$ cat config.mk
export PLATFORM = sky130hd
export DESIGN_NAME = dsp_vector_addsub_pipe
export DESIGN_NICKNAME = d
export VERILOG_FILES = /design/src/rtl/dsp_vector_addsub_pipe.sv
export SDC_FILE = /design/constraint.sdc
export NUM_CORES = 1
export LEC_CHECK = 0
export CAP_MARGIN = 20
export CORE_AREA = 2 2 113 115
export CTS_CLUSTER_DIAMETER = 150
export DETAILED_ROUTE_END_ITERATION = 10
export DIE_AREA = 0 0 115 117
export HOLD_SLACK_MARGIN = 0.08
export PLACE_DENSITY = 0.73
export SLEW_MARGIN = 10
export SYNTH_ARGS = -nofsm -noshare
export SYNTH_HDL_FRONTEND = slang
export SYNTH_SLANG_ARGS = --single-unit
$ cat constraint.sdc
create_clock -name clock -period 10.56 [get_ports clock]
set_input_delay 2.112 -clock clock [delete_from_list [all_inputs] [get_ports clock]]
set_output_delay 2.112 -clock clock [all_outputs]
set_load 0.05 [all_outputs]
$ cat src/rtl/dsp_vector_addsub_pipe.sv
// SIMD vector add/subtract pipeline: LANES independent WIDTH-bit lanes, valid/ready handshake, STAGES register stages.
// Define DSP_VECTOR_ADDSUB_SAT_EN to build saturating arithmetic instead of wrap-around results.
module dsp_vector_addsub_pipe #(
    parameter int LANES  = 4,
    parameter int WIDTH  = 8,
    parameter int STAGES = 2
) (
    input  logic                   clock,
    input  logic                   reset,
    input  logic                   in_valid,
    output logic                   in_ready,
    input  logic [LANES*WIDTH-1:0] in_a,
    input  logic [LANES*WIDTH-1:0] in_b,
    input  logic                   in_sub,
    output logic                   out_valid,
    input  logic                   out_ready,
    output logic [LANES*WIDTH-1:0] out_y,
    output logic [LANES-1:0]       out_flag
);

    localparam int VW = LANES * WIDTH;
    localparam int DS = STAGES - 1;

    logic [STAGES:1] valid_q;
    logic [STAGES:1] loadEn;
    logic [VW-1:0]   a_q [1:DS];
    logic [VW-1:0]   b_q [1:DS];
    logic [DS:1]     sub_q;
    logic [VW-1:0]   y_q;
    logic [VW-1:0]   y_d;
    logic [LANES-1:0] flag_q;
    logic [LANES-1:0] flag_d;

    // A stage is blocked only when it and every stage after it are full and the consumer stalls.
    always_comb begin : loadChain
        logic blocked;
        blocked = !out_ready;
        loadEn  = '0;
        for (int k = STAGES; k >= 1; k--) begin
            blocked   = blocked && valid_q[k];
            loadEn[k] = !blocked;
        end
    end

    assign in_ready = loadEn[1];

    always_comb begin : laneMath
        logic [WIDTH:0]   res;
        logic [WIDTH-1:0] opA;
        logic [WIDTH-1:0] opB;
        y_d    = '0;
        flag_d = '0;
        res    = '0;
        opA    = '0;
        opB    = '0;
        for (int l = 0; l < LANES; l++) begin
            opA = a_q[DS][l*WIDTH +: WIDTH];
            opB = b_q[DS][l*WIDTH +: WIDTH];
            // The extra top bit is the carry on add and the borrow (a < b) on subtract.
            if (sub_q[DS]) begin
                res = {1'b0, opA} - {1'b0, opB};
            end else begin
                res = {1'b0, opA} + {1'b0, opB};
            end
            flag_d[l] = res[WIDTH];
`ifdef DSP_VECTOR_ADDSUB_SAT_EN
            if (res[WIDTH]) begin
                y_d[l*WIDTH +: WIDTH] = sub_q[DS] ? '0 : '1;
            end else begin
                y_d[l*WIDTH +: WIDTH] = res[WIDTH-1:0];
            end
`else
            y_d[l*WIDTH +: WIDTH] = res[WIDTH-1:0];
`endif
        end
    end

    // Data registers only move when a valid beat enters them, so an idle pipe holds its state.
    always_ff @(posedge clock or posedge reset) begin
        if (reset) begin
            valid_q <= '0;
            sub_q   <= '0;
            y_q     <= '0;
            flag_q  <= '0;
            for (int k = 1; k <= DS; k++) begin
                a_q[k] <= '0;
                b_q[k] <= '0;
            end
        end else begin
            if (loadEn[1]) begin
                valid_q[1] <= in_valid;
            end
            for (int k = 2; k <= STAGES; k++) begin
                if (loadEn[k]) begin
                    valid_q[k] <= valid_q[k-1];
                end
            end
            if (loadEn[1] && in_valid) begin
                a_q[1]   <= in_a;
                b_q[1]   <= in_b;
                sub_q[1] <= in_sub;
            end
            for (int k = 2; k <= DS; k++) begin
                if (loadEn[k] && valid_q[k-1]) begin
                    a_q[k]   <= a_q[k-1];
                    b_q[k]   <= b_q[k-1];
                    sub_q[k] <= sub_q[k-1];
                end
            end
            if (loadEn[STAGES] && valid_q[DS]) begin
                y_q    <= y_d;
                flag_q <= flag_d;
            end
        end
    end

    assign out_valid = valid_q[STAGES];
    assign out_y     = y_q;
    assign out_flag  = flag_q;

endmodule
==> tab_implementation.tex <==
\begin{tabular}{lr}
\hline
Metric & Value \\
\hline
\multicolumn{2}{l}{\textbf{Run status}} \\
Result of the run & completed \\
\multicolumn{2}{l}{\textbf{Placed design}} \\
GP Congestion & 0.8251 \\
Number of cells in the design after placement & 776 \\
Setup Slack @ Placement & 4.872 ns \\
Port-buffer cells & 106 \\
Post-DP HPWL & 9149 µm \\
\multicolumn{2}{l}{\textbf{Power and ir drop}} \\
Cell area power density & 256.4 nW/µm² \\
Peak ir drop on the vdd network & 0.0001338 V \\
Net load switching power & 763.6 µW \\
Clock network power share & 20.8\% \\
Sequential share of power & 31.1\% \\
Switching share of total power & 40.95\% \\
Cell-internal power & 1101 µW \\
Combinational group share of total power & 48.1\% \\
Leakage & 0.003146 µW \\
\multicolumn{2}{l}{\textbf{Logic synthesis}} \\
Synthesis warning total & 0 \\
Share of flip-flops with an asynchronous set or reset & 100.0\% \\
Gate Count Post-Synth & 534 \\
Fraction of the yosys area taken by sequential cells & 45.04\% \\
Synth Area per Inst & 10.72 µm² \\
Netlist area before placement & 5723 µm² \\
Area share of the leading cell type in the synthesized netlist & 45.04\% \\
Synthesized net count & 643 \\
Top cell type by total area after synthesis & dfrtp\_1 \\
Register bit total from synthesis & 103 \\
Number of flops mapped to enable cells by yosys & 0 \\
Prevailing post-synth register cell & dfrtp\_1 \\
Unique cell type count in the Yosys netlist & 33 \\
Area contributors post-synth & dfrtp\_1, mux2\_2, ha\_1, xnor2\_1, o21ai\_0 \\
\multicolumn{2}{l}{\textbf{Clock network}} \\
Clock root buffer master & clkbuf\_16 \\
Maximum clock path buffer count & 2 \\
Clock-pin transition on the worst setup and hold timing paths & 0.07 ns \\
CTS tree & built \\
Later-pin clock latency in the skew report & 0.35 ns \\
Number of CTS-inserted buffers & 9 \\
Resized cells post-CTS & 0 \\
CTS sink cnt & 103 \\
Number of H-tree levels & 3 \\
Total setup buffers inserted after CTS & 0 \\
Total of hold buffers inserted after clock tree synthesis & 0 \\
\multicolumn{2}{l}{\textbf{Cells and area}} \\
Net total in the final layout & 746 \\
Number of antenna cells inserted & 0 \\
Number of fillers in the final layout & 1032 \\
Commonest non-fill, non-tap cell in the layout & clkdlybuf4s50\_1 \\
Non-Filler Instances & 792 \\
Area delta synth->final & 27.09\% \\
Leading cell types in the layout, fill and taps excluded & clkdlybuf4s50\_1, dfrtp\_1, mux2\_2 \\
Share of final-layout standard cells stronger than drive strength 1 & 14.64\% \\
\multicolumn{2}{l}{\textbf{Timing}} \\
Final clock skew & 0.008006 ns \\
Maximum frequency from static timing analysis & 175.4 MHz \\
Worst-margin pin slew & 0.8315 ns \\
Setup repair after global routing missed its margin & false \\
Minimum setup slack in the final design & 4.857 ns \\
Fraction of the cycle the final worst path needs & 54.00\% \\
Summed negative setup slack over all endpoints & 0 ns \\
Final Critical Period & 5.703 ns \\
Total count of max-transition violations in the final report & 0 \\
Final Hold Fails & 0 \\
Number of setup violations in the final report & 0 \\
Rel. slew slack & 44.56\% \\
\multicolumn{2}{l}{\textbf{Setup path}} \\
Most common cell type on the critical path & clkdlybuf4s50\_1 \\
Stages on worst setup path & 3 \\
Cells along the critical path & clkdlybuf4s50\_1 > nand3b\_1 > clkdlybuf4s50\_1 \\
Arrival time worst endpoint & 3.59 ns \\
Dominant delay contributor by cell family on the critical path & buffers and inverters \\
Critical path's largest stage delay & 0.83 ns \\
Slowest library cell on the worst path & clkdlybuf4s50\_1 \\
CP Max Fanout & 3 \\
Critical setup path kind & in -> out \\
Cell count of the worst reg-to-reg path & 8 \\
Kind of start point of the critical path & input pin \\
CP endpoint kind & output pin \\
Buffers \& Inverters on Critical Path & 2 \\
Worst EP required & 8.45 ns \\
\multicolumn{2}{l}{\textbf{GRT}} \\
GR Util All Layers & 19.53\% \\
Largest net degree at the start of global routing & 73 \\
Remaining global-route overflow & 0 \\
Via count of the first global-routing pass & 4359 \\
First-pass GRT wire length & 20620 µm \\
Initial antenna violation count & 0 \\
\multicolumn{2}{l}{\textbf{Die}} \\
Std-Cell Rows & 41 \\
Die area & 13460 µm² \\
Initial standard-cell utilization of the core & 46.48\% \\
Vertical die dimension & 117 µm \\
Chip width & 115 µm \\
Area inside the core boundary & 12310 µm² \\
Number of top-level design ports & 107 \\
\multicolumn{2}{l}{\textbf{Drt}} \\
Via total after detailed routing & 4246 \\
Initial DRC count & 167 \\
Drt total wl & 12450 µm \\
Post-route DRC & 0 \\
Antenna Nets Post-Route & 0 \\
Vias/cell & 5.361 \\
Wire length per cell after detailed routing & 15.72 µm \\
First-pass detailed-route iteration total & 4 \\
\multicolumn{2}{l}{\textbf{Min path}} \\
Hold Crit Depth & 2 \\
Class of the worst hold path & reg -> reg \\
\multicolumn{2}{l}{\textbf{Flow run}} \\
Number of maximum-capacitance constraint violations & 0 \\
\hline
\end{tabular}
==> worst paths after layout <==
kind / slack (ns) / end / from
worst max-delay path: 4.86 / in_ready / out_ready
worst min-delay path: 0.48 / out_y[31] / out_y[31]
worst max register to register: 7.71 / out_flag[2] / sub_q
worst min register to register: 0.48 / out_y[31] / out_y[31]
max in group asynchronous: 7.23 / b_q[8] / reset
min in group asynchronous: 2.18 / b_q[15] / reset
==> flip-flops by register name, summed over array words and instances, names as in the netlist <==
name,flops
a_q,32
b_q,32
out_y,32
out_flag,4
valid_q,2
sub_q,1
==> power groups by stage <==
stage | Combinational (µW) | Clock [µW] | Sequential, µW
after floorplan | 419 | 0 | 790
after global placement | 870 | 0 | 583
after detailed placement | 895 | 0 | 586
after CTS | 902 | 397 | 580
after global routing | 977 | 414 | 592
final | 897 | 388 | 580
==> metal layers <==
layer,vias up,wire length [µm],GRT usage (%)
li1,2086,-,-
met1,2041,5515,24.29
met2,102,6122,33.84
met3,17,583,3.811
met4,0,227,7.470
met5,-,0,0
==> cells in the mapped netlist, types with 10 or more instances <==
master and n:
dfrtp_1 103, mux2_2 66, nand2_1 38, ha_1 36
o21ai_0 36, inv_1 34, nor2_1 29, xnor2_1 28
a21oi_1 27, nand2b_1 15, nor3_1 15, o31ai_1 14
xor2_1 12, clkbuf_1 10
==> stage by stage <==
step | hold WS [ns] | util, % | total power (µW) | cell area [µm²]
floorplan | 0.4569 | - | 1209 | 5723
global placement | 0.4660 | 56.18 | 1453 | 6917
detailed placement | 0.4746 | 56.18 | 1481 | 6917
CTS | 0.4906 | 59.08 | 1879 | 7273
global route | 0.5121 | 59.08 | 1983 | 7273
finish | 0.4844 | 59.08 | 1865 | 7273
==> final cells by class <==
| type | count | area (µm²) | area share (%) |
|---|---|---|---|
| tap | 150 | 187.7 | 2.580 |
| clock inverter | 5 | 103.9 | 1.428 |
| clock buffer | 11 | 252.7 | 3.475 |
| multi-input combinational | 379 | 2930 | 40.29 |
| sequential | 103 | 2577 | 35.44 |
| timing repair buffer | 110 | 1091 | 15.00 |
| inverter | 34 | 130.1 | 1.789 |
==> kinds of logic after synthesis <==
group / Yosys count / share of synthesized area (%)
compound gates: 119 / 12.99
simple gates: 111 / 9.160
flops: 103 / 45.04
mux: 69 / 13.58
buf+inv: 52 / 3.848
xor+xnor: 40 / 6.122
fa+ha+maj: 40 / 9.270
==> worst reg2reg max path: cells and delay by family, from the launching register on <==
kind,cells,cell delay [ns]
buffers and inverters,1,0.34
adder cells (fa/ha/maj),1,0.45
AO/OA/AOI/OAI,3,0.46
multiplexers,1,0.40
flip-flops,1,0.74
XOR/XNOR,1,0.17
AND/OR/NAND/NOR,1,0.17
Note: power is estimated with default switching activity, not from simulation.
